--- src/rtl/sample_pkg.sv ---
// Sample format shared by the envelope decimator, minmax_filter and the capture path.
package sample_pkg;

    localparam int SAMPLE_DATA_WIDTH = 8;

    typedef logic signed [SAMPLE_DATA_WIDTH-1:0] sample_t;

    localparam sample_t SAMPLE_MAX = sample_t'((2 ** (SAMPLE_DATA_WIDTH - 1)) - 1);
    localparam sample_t SAMPLE_MIN = sample_t'(-(2 ** (SAMPLE_DATA_WIDTH - 1)));

endpackage

--- src/rtl/abs_sat.sv ---
// Saturating absolute value: the most-negative code maps to the largest positive code.
module abs_sat
    import sample_pkg::*;
#(
    parameter int WIDTH = SAMPLE_DATA_WIDTH
) (
    input  logic signed [WIDTH-1:0] a_i,
    output logic        [WIDTH-1:0] y_o
);

    localparam logic [WIDTH-1:0] MAX_POS  = {1'b0, {(WIDTH - 1){1'b1}}};
    localparam logic [WIDTH-1:0] MOST_NEG = {1'b1, {(WIDTH - 1){1'b0}}};

    always_comb begin
        // NOTE: output gets a default before any branch so no latch is inferred.
        y_o = a_i;
        if (a_i[WIDTH-1]) begin
            y_o = (a_i == MOST_NEG) ? MAX_POS : -a_i;
        end
    end

endmodule

--- src/rtl/envelope_decimator.sv ---
// Rectifies incoming samples and emits the floor-average of each 2^LOG2_DECIMATION block.
module envelope_decimator #(
    parameter int SAMPLE_DATA_WIDTH = sample_pkg::SAMPLE_DATA_WIDTH,
    parameter int LOG2_DECIMATION   = 8,
    parameter int RECTIFY           = 1
) (
    input  logic                                clk,
    input  logic                                rst,
    input  logic                                axiiv,
    input  logic signed [SAMPLE_DATA_WIDTH-1:0] axiid,
    output logic                                axiov,
    output logic        [SAMPLE_DATA_WIDTH-1:0] axiod
);

    localparam int W  = SAMPLE_DATA_WIDTH;
    localparam int AW = SAMPLE_DATA_WIDTH + LOG2_DECIMATION;
    localparam int CW = (LOG2_DECIMATION > 0) ? LOG2_DECIMATION : 1;

    logic        [W-1:0]  mag;
    logic signed [W-1:0]  r;
    logic signed [AW-1:0] sum;
    logic                 terminal;

    logic signed [AW-1:0] acc_q,   acc_d;
    logic        [CW-1:0] cnt_q,   cnt_d;
    logic                 axiov_q, axiov_d;
    logic        [W-1:0]  axiod_q, axiod_d;

    abs_sat #(.WIDTH(W)) u_abs_sat (
        .a_i(axiid),
        .y_o(mag)
    );

    assign r = (RECTIFY != 0) ? signed'(mag) : axiid;

    // The accumulator is W+L bits wide, so a full block of extreme samples cannot overflow.
    always_comb begin
        sum      = acc_q + AW'(r);
        terminal = (LOG2_DECIMATION == 0) || (&cnt_q);
        acc_d    = acc_q;
        cnt_d    = cnt_q;
        axiov_d  = 1'b0;
        axiod_d  = axiod_q;
        if (axiiv) begin
            if (terminal) begin
                acc_d   = '0;
                cnt_d   = '0;
                axiov_d = 1'b1;
                axiod_d = W'(sum >>> LOG2_DECIMATION);
            end else begin
                acc_d = sum;
                cnt_d = cnt_q + CW'(1);
            end
        end
    end

    always_ff @(posedge clk or posedge rst) begin
        if (rst) begin
            acc_q   <= '0;
            cnt_q   <= '0;
            axiov_q <= 1'b0;
            axiod_q <= '0;
        end else begin
            // NOTE: non-blocking assignments so every register samples pre-edge values.
            acc_q   <= acc_d;
            cnt_q   <= cnt_d;
            axiov_q <= axiov_d;
            axiod_q <= axiod_d;
        end
    end

    assign axiov = axiov_q;
    assign axiod = axiod_q;

endmodule

--- config.mk ---
export PLATFORM = sky130hd
export DESIGN_NAME = envelope_decimator
export DESIGN_NICKNAME = d
export VERILOG_FILES = /design/src/rtl/sample_pkg.sv /design/src/rtl/abs_sat.sv /design/src/rtl/envelope_decimator.sv
export SDC_FILE = /design/constraint.sdc
export NUM_CORES = 1
export LEC_CHECK = 0
export CORE_MARGIN = 2
export CORE_UTILIZATION = 49
export CTS_BUF_LIST = sky130_fd_sc_hd__clkbuf_8
export DETAILED_ROUTE_END_ITERATION = 8
export GPL_ROUTABILITY_DRIVEN = 0
export PLACE_DENSITY = 0.7
export SKIP_LAST_GASP = 1
export SYNTH_ARGS = -nofsm -noshare
export SYNTH_HDL_FRONTEND = slang
export SYNTH_HIERARCHICAL = 1
export SYNTH_SLANG_ARGS = --single-unit
--- constraint.sdc ---
create_clock -name clk -period 2.99 [get_ports clk]
set_input_delay 0.4485 -clock clk [delete_from_list [all_inputs] [get_ports clk]]
set_output_delay 0.4485 -clock clk [all_outputs]
set_load 0.1 [all_outputs]
==> impl_results.md, run 1 <==
* Die W at 70.3 um
* Residual DRC at 0
* Total Die Area at 4950 sq um
* Clock Tree Buf Depth at 2
* Routed WL at 6120 um
* Chip Height at 70.3 um
* Largest net degree at the start of global routing at 18
* Root Driver: clkbuf_8
* Total power density per cell area at between 700 and 800 nW/um^2
* Synth top area share at 0.383
* Area leader, netlist: dfrtp_1
* Synth top area cells: dfrtp_1 38%, ha_1 9.9%, xnor2_1 4.5%, inv_1 4.4%, o22ai_1 4.4%
* Vias at 2131
* Top FF cell, synth: dfrtp_1
* Crit end category: flop
* Syn-to-layout area delta at 46.4%
* DP Wirelength at 3720 um
* RR Endpoint: acc_q[14]
* Leak at 1.53 nW
* Slew margin rel. at 0.269
* Yosys reg bits at 33
* WP data arrival at 3.05 ns
* Syn_area_per_cell at 9.10 sq um
* Layout Nets at 344
* Crit path from: axiid[2]
* Fmax at about 340 MHz
* Top-Level Pins at 20
* H-tree lvl count at 2
* Status: finished, final reports clean
* Initial Utilization at 0.502
* Cell chain of the critical path: dlygate4sd2_1, or4_4, o31a_1, o21a_1, ha_4, nand2_4, o21ai_4, a21oi_4, o41ai_2, xnor2_1, o22ai_1
* Worst Tran Pin Value at 1.09 ns
* Share of layout cells above drive strength 1 at 0.377
* First-pass iteration count of the detailed router at 4
* CTS tree: done
* R2R depth at 8
* Global-route wire length before repair at 9740 um
* Worst setup margin at 0.0562 ns
* CP endpoint: acc_q[15]
* Detail Route Antenna Nets at 0
* Hold-fix buffers at CTS at 0
* Post-synth EDFFs at 0
* Syn nets at 266
* Rows at 24
* Sequential area share after synthesis at 0.383
* Max Slew Vio Count at 0
* Critical path's largest stage delay at 0.56 ns
* Setup CP Type: in -> reg
* DR WL/cell at 16.6 um
* CP max-delay cell: or4_4
* Ant. Diodes at 0
* Clk_skew at 0.00713 ns
* Clock sink count at 33
* Dpl ws at -0.614 ns
* Initial DRC count at 100
* CP startpoint kind: input port
* Final min period at 2.93 ns
* Async SR Flop Fraction at 1.00
* CTS Buf Count at 5
* Fin crit share at 0.981
* Initial antenna violation count at 0
* Overflow after GRT at 0
* Synth warn at 6
* Vias in the first global route at 2177
* Worst-path clk slew at roughly 0.080 ns
* Post-Syn Instances at 237
* Most frequent cells in the layout: 66 x buf_4, 33 x dfrtp_1, 24 x inv_1
* Fin. Hold Viols at 0
* Max Cap Viol at 0
* DR vias/cell at 5.79
* Tightest Hold Check Type: reg -> reg
* Reg2reg start: acc_q[0]
* Core ar. at ~4300 sq um
* Port bufs at 19
* Commonest non-fill, non-tap cell in the layout: buf_4
* Worst path required time at approximately 3.1 ns
* Cells after DPL at about 350
* Synth Cell Area at about 2200 sq um
* Total track usage at 0.249
* Reg-to-reg slack, setup at 0.77 ns
* CP Max Fanout at 4
* Library cells used by synthesis at 44
* Fin cells at 368
* Peak supply drop at 0.534 mV
* Setup Total Neg Slack at 0 ns
* Final setup vio count at 0
* Clock Latency Late Sink at 0.30 ns
## cells by family after synthesis
logic type	count (synthesis)	synth area share
xor gates and xnor gates	19	0.0772
muxes	2	0.00987
buffers and inverters	32	0.0575
AOI/OAI and AO/OA	77	0.238
DFF	33	0.383
and+or+nand+nor	56	0.127
adders and majority gates	18	0.108
## synth_stat cells, types with 2 or more instances
library cell   n
a21o_1         6
a21oi_1       15
a311oi_1       2
a31o_1         2
and3_1         2
clkbuf_1       6
dfrtp_1       33
ha_1          17
inv_1         25
nand2_1       22
nand3_1        5
nand4_1        5
nor2_1        11
nor3_1         2
nor4b_1        2
o211ai_1       3
o21a_1         2
o21ai_0       14
o21ai_1        5
o21bai_1       2
o22ai_1       15
o41ai_2        2
xnor2_1       11
xor2_1         8
## repair_timing
item,CTS,global route
pin swaps,19,27
resized for setup,33,35
setup buffers,2,4
endpoints found under the setup margin,18,18
## per-stage QoR
step | instance area (sq um) | hold slack (ns) | utilization | total power (W)
2_1_floorplan | 2160 | 0.449 | - | 0.00122
3_3_place_gp | 2760 | 0.467 | 0.642 | 0.00158
3_5_place_dp | 2760 | 0.471 | 0.642 | 0.00160
4_1_cts | 2990 | 0.482 | 0.697 | 0.00207
5_1_grt | 3160 | 0.510 | 0.735 | 0.00245
6_report | 3160 | 0.482 | 0.735 | 0.00231
## cell type report
cell class	count	area, sq um
clock inverter	3	17.5
fill	305	1140
sequential	33	826
clock buffer	5	68.8
tap	52	65.1
multi-input combinational	172	1470
timing repair buffer	78	619
inverter	25	93.8
## flip-flops by register name, summed over array words and instances (netlist names)
signal and flops:
cnt_q 8, acc_q 16, axiod 8, axiov 1
## metal layers
| metal | share of wire | global-route usage | up-vias |
|---|---|---|---|
| li1 | - | - | 1012 |
| met1 | 0.43 | 0.302 | 1025 |
| met2 | 0.50 | 0.427 | 77 |
| met3 | 0.046 | 0.0548 | 17 |
| met4 | 0.025 | 0.100 | 0 |
| met5 | 0 | 0 | - |
## report_power, final
group | switching [W] | leakage, nW | internal (W) | total (W)
clock | 0.000181 | 0.0439 | 0.000161 | 0.000342
combinational | 0.000647 | 1.06 | 0.000643 | 0.00129
sequential | 0.000110 | 0.428 | 0.000566 | 0.000676
total | 0.000938 | 1.53 | 0.00137 | 0.00231
## worst min path at each step
stage                  start        to  slack (ns)  depth (start not counted)
floorplan           cnt_q[7]  cnt_q[7]        0.45                          1
global placement    axiod[2]  axiod[2]        0.47                          2
detailed placement  cnt_q[7]  cnt_q[7]        0.47                          1
CTS                 cnt_q[7]  cnt_q[7]        0.48                          1
global route        cnt_q[7]  cnt_q[7]        0.51                          1
finish              cnt_q[7]  cnt_q[7]        0.48                          1
## critical path: cells and delay by family
kind | cells | cell delay, ns
compound gates | 6 | 1.19
xor+xnor | 1 | 0.18
fa+ha+maj | 1 | 0.31
buf+inv | 1 | 0.26
simple gates | 2 | 0.64
Note: power is estimated with default switching activity, not from simulation.
==> run 2, diff against run 1 <==
--- a/config.mk
+++ b/config.mk
@@ -5,12 +5,14 @@
 export SDC_FILE = /design/constraint.sdc
 export NUM_CORES = 1
 export LEC_CHECK = 0
+export CELL_PAD_IN_SITES_DETAIL_PLACEMENT = 1
+export CELL_PAD_IN_SITES_GLOBAL_PLACEMENT = 1
 export CORE_MARGIN = 2
-export CORE_UTILIZATION = 49
+export CORE_UTILIZATION = 46
 export CTS_BUF_LIST = sky130_fd_sc_hd__clkbuf_8
 export DETAILED_ROUTE_END_ITERATION = 8
 export GPL_ROUTABILITY_DRIVEN = 0
-export PLACE_DENSITY = 0.7
+export PLACE_DENSITY_LB_ADDON = 0.1
 export SKIP_LAST_GASP = 1
 export SYNTH_ARGS = -nofsm -noshare
 export SYNTH_HDL_FRONTEND = slang
==> constraint.sdc (replaced) <==
create_clock -name clk -period 2.7 [get_ports clk]
set_input_delay 0.405 -clock clk [delete_from_list [all_inputs] [get_ports clk]]
set_output_delay 0.405 -clock clk [all_outputs]
set_load 0.1 [all_outputs]
==> impl_results.md, run 2 <==
* Status: stopped before the end
* Halt Stage: global routing
* Run Error: [ERROR DPL-0033] detailed placement checks failed during check placement.
* Library cells used by synthesis at 44 (unchanged)
* Commonest cells in the synthesized netlist: 33 x dfrtp_1, 25 x inv_1, 22 x nand2_1, 17 x ha_1
* Port bufs at 19 (unchanged)
* Syn_area_per_cell at 9.10 sq um (unchanged)
* Syn nets at 266 (unchanged)
* Sequential area share after synthesis at 0.383 (unchanged)
* Rows at 24 (unchanged)
* Area leader, netlist: dfrtp_1
* Clock Tree Buf Depth at 2 (unchanged)
* Post-synth EDFFs at 0 (unchanged)
* Dpl ws at -1.01 ns (-0.396 ns)
* Clock sink count at 33 (unchanged)
* Synth warn at 6 (unchanged)
* Yosys reg bits at 33 (unchanged)
* DP Wirelength at 4970 um (+34%)
* Initial Utilization at 0.485 (-0.0170)
* CTS Buf Count at 5 (unchanged)
* Async SR Flop Fraction at 1.00 (unchanged)
* Worst endpoint, post-GRT repair: acc_q[15]$_DFFE_PP0P_/D
* Post-Syn Instances at 237 (unchanged)
* Synth Cell Area at 2160 sq um (unchanged)
* WEP type: register data pin
* Top-Level Pins at 20 (unchanged)
* Hold-fix buffers at CTS at 0 (unchanged)
* Top FF cell, synth: dfrtp_1
* H-tree lvl count at 2 (unchanged)
* Root Driver: clkbuf_8
* Die W at 72.5 um (+3.0%)
* Initial antenna violation count at 0
* Synth top area share at 0.383 (unchanged)
* Cells after DPL at 348 (-1.7%)
* Largest net degree at the start of global routing at 34
* Chip Height at 72.5 um (+3.0%)
* Synth top area cells: dfrtp_1 38%, ha_1 9.9%, xnor2_1 4.5%, inv_1 4.4%, o22ai_1 4.4%
* Most common cell in the netlist: dfrtp_1
## run 2: cells by family after synthesis
family | after synthesis | synth area share
adders and majority gates | 18 | 0.108
and+or+nand+nor | 56 | 0.127
xor gates and xnor gates | 19 | 0.0772
buffers and inverters | 32 | 0.0575
muxes | 2 | 0.00987
DFF | 33 | 0.383
AOI/OAI and AO/OA | 77 | 0.238
## run 2: stage by stage
| step | hold WS [ns] | instance area, sq um | util |
|---|---|---|---|
| after detailed placement | 0.478 | 2810 | 0.631 |
| after CTS | 0.494 | 3200 | 0.720 |
| after global placement | 0.465 | 2810 | 0.631 |
| after floorplan | 0.449 | 2240 | - |
## run 2: repair_timing
| item | 4_1_cts |
|---|---|
| endpoints found under the setup margin | 20 |
| resized for setup | 66 |
| buffers inserted | 7 |
| pin swaps | 41 |
==> run 3, diff against run 2 <==
--- a/config.mk
+++ b/config.mk
@@ -5,14 +5,11 @@
 export SDC_FILE = /design/constraint.sdc
 export NUM_CORES = 1
 export LEC_CHECK = 0
-export CELL_PAD_IN_SITES_DETAIL_PLACEMENT = 1
-export CELL_PAD_IN_SITES_GLOBAL_PLACEMENT = 1
 export CORE_MARGIN = 2
-export CORE_UTILIZATION = 46
-export CTS_BUF_LIST = sky130_fd_sc_hd__clkbuf_8
+export CORE_UTILIZATION = 34
 export DETAILED_ROUTE_END_ITERATION = 8
 export GPL_ROUTABILITY_DRIVEN = 0
-export PLACE_DENSITY_LB_ADDON = 0.1
+export PLACE_DENSITY_LB_ADDON = 0.15
 export SKIP_LAST_GASP = 1
 export SYNTH_ARGS = -nofsm -noshare
 export SYNTH_HDL_FRONTEND = slang
==> impl_results.md, run 3 (synthesis gave the netlist of run 1 again) <==
* Status: finished, final reports clean
* Detail Route Antenna Nets at 0
* Layout Nets at 351
* Most used routing layer: met2
* Fin util at 0.538
* CP max-delay cell: or4_4
* # fillers at approximately 550
* Initial DRC count at 82
* Clock sink count at 33 (unchanged)
* WP data arrival at 2.81 ns
* Max Cap Viol at 0
* Max Slew Vio Count at 0
* Total power density per cell area at around 780 nW/um^2
* Syn-to-layout area delta at 55.9%
* CP Max Fanout at 7
* Share of layout cells above drive strength 1 at 0.432
* Top reg by flops: acc_q
* Rows at 29 (+21%)
* Most frequent cells in the layout: 72 x buf_4, 33 x dfrtp_1, 23 x inv_1
* Worst path required time at 2.85 ns
* Clk_skew at 0.0111 ns
* Hold-fix buffers at CTS at 0 (unchanged)
* Overflow after GRT at 0
* Clock Tree Buf Depth at 2 (unchanged)
* Worst-path clk slew at 0.06 ns
* H-tree lvl count at 2 (unchanged)
* Met3 Usage GRT at 0.0287
* CTS tree: done
* Final min period at 2.66 ns
* Initial antenna violation count at 0
* Routed WL at 5620 um
* Slew margin rel. at 0.648
* Fmax at between 300 and 400 MHz
* Clock Latency Late Sink at just under 0.3 ns
* Leak at 1.55 nW
* Ant. Diodes at 0
* Commonest non-fill, non-tap cell in the layout: buf_4
* Largest net degree at the start of global routing at 34
* Residual DRC at 0
* Top-Level Pins at 20 (unchanged)
* Tightest Hold Check Type: reg -> reg
* Fin. Hold Viols at 0
* Crit end category: flop
* DR vias/cell at 5.07
* Dpl ws at -0.784 ns (+0.226 ns)
* Placed inst area at 2870 sq um (+2.5%)
* Cell chain of the critical path: buf_6, or4_4, buf_6, nor2_4, buf_12, ha_4, a21o_1, a31o_1, a221o_1, a31o_1, xnor2_2, o21ai_1
* Peak supply drop at around 0.39 mV
* Total Die Area at 6990 sq um
* Top cell family by delay on the critical path: compound AO/OA/AOI/OAI gates
* Fin crit share at 0.987
* Final setup vio count at 0
* Met1 Use GR at 0.233
* Vias at between 2000 and 2500
* CP bufs+invs at 3
* Port bufs at 19 (unchanged)
* Max reg flops at 16
* DP Wirelength at 3910 um (-21%)
* RSZ-0062 raised after global routing: yes
* Worst Tran Pin Value at around 0.53 ns
* Global routing met2 resource utilization at 0.279
* CTS Buf Count at 5 (unchanged)
* Worst setup margin at 0.0363 ns
* Final std cell area, no fill at 3360 sq um
* Vias in the first global route at approximately 2100
* Global-route wire length before repair at 9830 um
* Setup CP Type: in -> reg
* DR WL/cell at 14.1 um
* Die W at 83.6 um (+15%)
* Root Driver: clkbuf_8
* Final hold slack at 0.484 ns
* CP startpoint kind: input port
* Critical path's largest stage delay at 0.55 ns
* Core ar. at approximately 6200 sq um
* Total track usage at 0.171
* Chip Height at 83.6 um (+15%)
* First-pass iteration count of the detailed router at 5
* Initial Utilization at 0.345 (-0.140)
run 3: power breakdown:
part	leakage, nW	internal (W)	switching (W)
sequential	0.428	0.000627	0.000129
clock	0.0443	0.000202	0.000182
combinational	1.08	0.000796	0.000688
total	1.55	0.00163	0.000998
run 3: metal layers:
layer | vias up | share of wire
met5 | - | 0
met4 | 0 | 0.013
met3 | 6 | 0.031
met2 | 34 | 0.47
met1 | 959 | 0.49
li1 | 1022 | -
run 3: worst register-to-register path, delay by kind of cell (launching register included):
kind / cells / cell delay, ns
AND/OR/NAND/NOR: 1 / 0.10
flip-flops: 1 / 0.43
adder cells (fa/ha/maj): 2 / 0.58
XOR/XNOR: 1 / 0.18
AO/OA/AOI/OAI: 4 / 0.81
run 3: timing repair:
| action | 4_1_cts | 5_1_grt |
|---|---|---|
| resized for setup | 41 | 42 |
| buffers inserted | 8 | 6 |
| pin swaps | 26 | 33 |
| gates cloned | 0 | 0 |
| setup endpoints to repair | 19 | 17 |
run 3: cell type report:
class,instances,area [sq um],share of cell area
Tap cell,77,96.3,0.0287
Multi-Input combinational cell,172,1580,0.470
Sequential cell,33,826,0.246
Clock buffer,7,86.3,0.0257
Timing Repair Buffer,85,677,0.201
Inverter,25,96.3,0.0287
run 3: path summary, 6_finish.rpt:
check                         start        to  slack (ns)  cells after the start
setup / recovery           axiid[3]  axiod[6]        0.04                     12
hold / removal             cnt_q[7]  cnt_q[7]        0.48                      1
setup reg to reg           acc_q[0]  axiod[6]        0.47                      8
hold reg to reg            cnt_q[7]  cnt_q[7]        0.48                      1
max in group asynchronous       rst  acc_q[9]        1.88                      3
min in group asynchronous       rst  cnt_q[0]        0.51                      3
run 3: stage by stage:
stage	TNS [ns]	power, W	std cells
finish	0	0.00262	399
global placement	-12.30	0.00182	378
CTS	-0.225	0.00239	393
floorplan	-0.0771	0.00140	237
detailed placement	-12.73	0.00184	378
global route	-0.235	0.00283	399
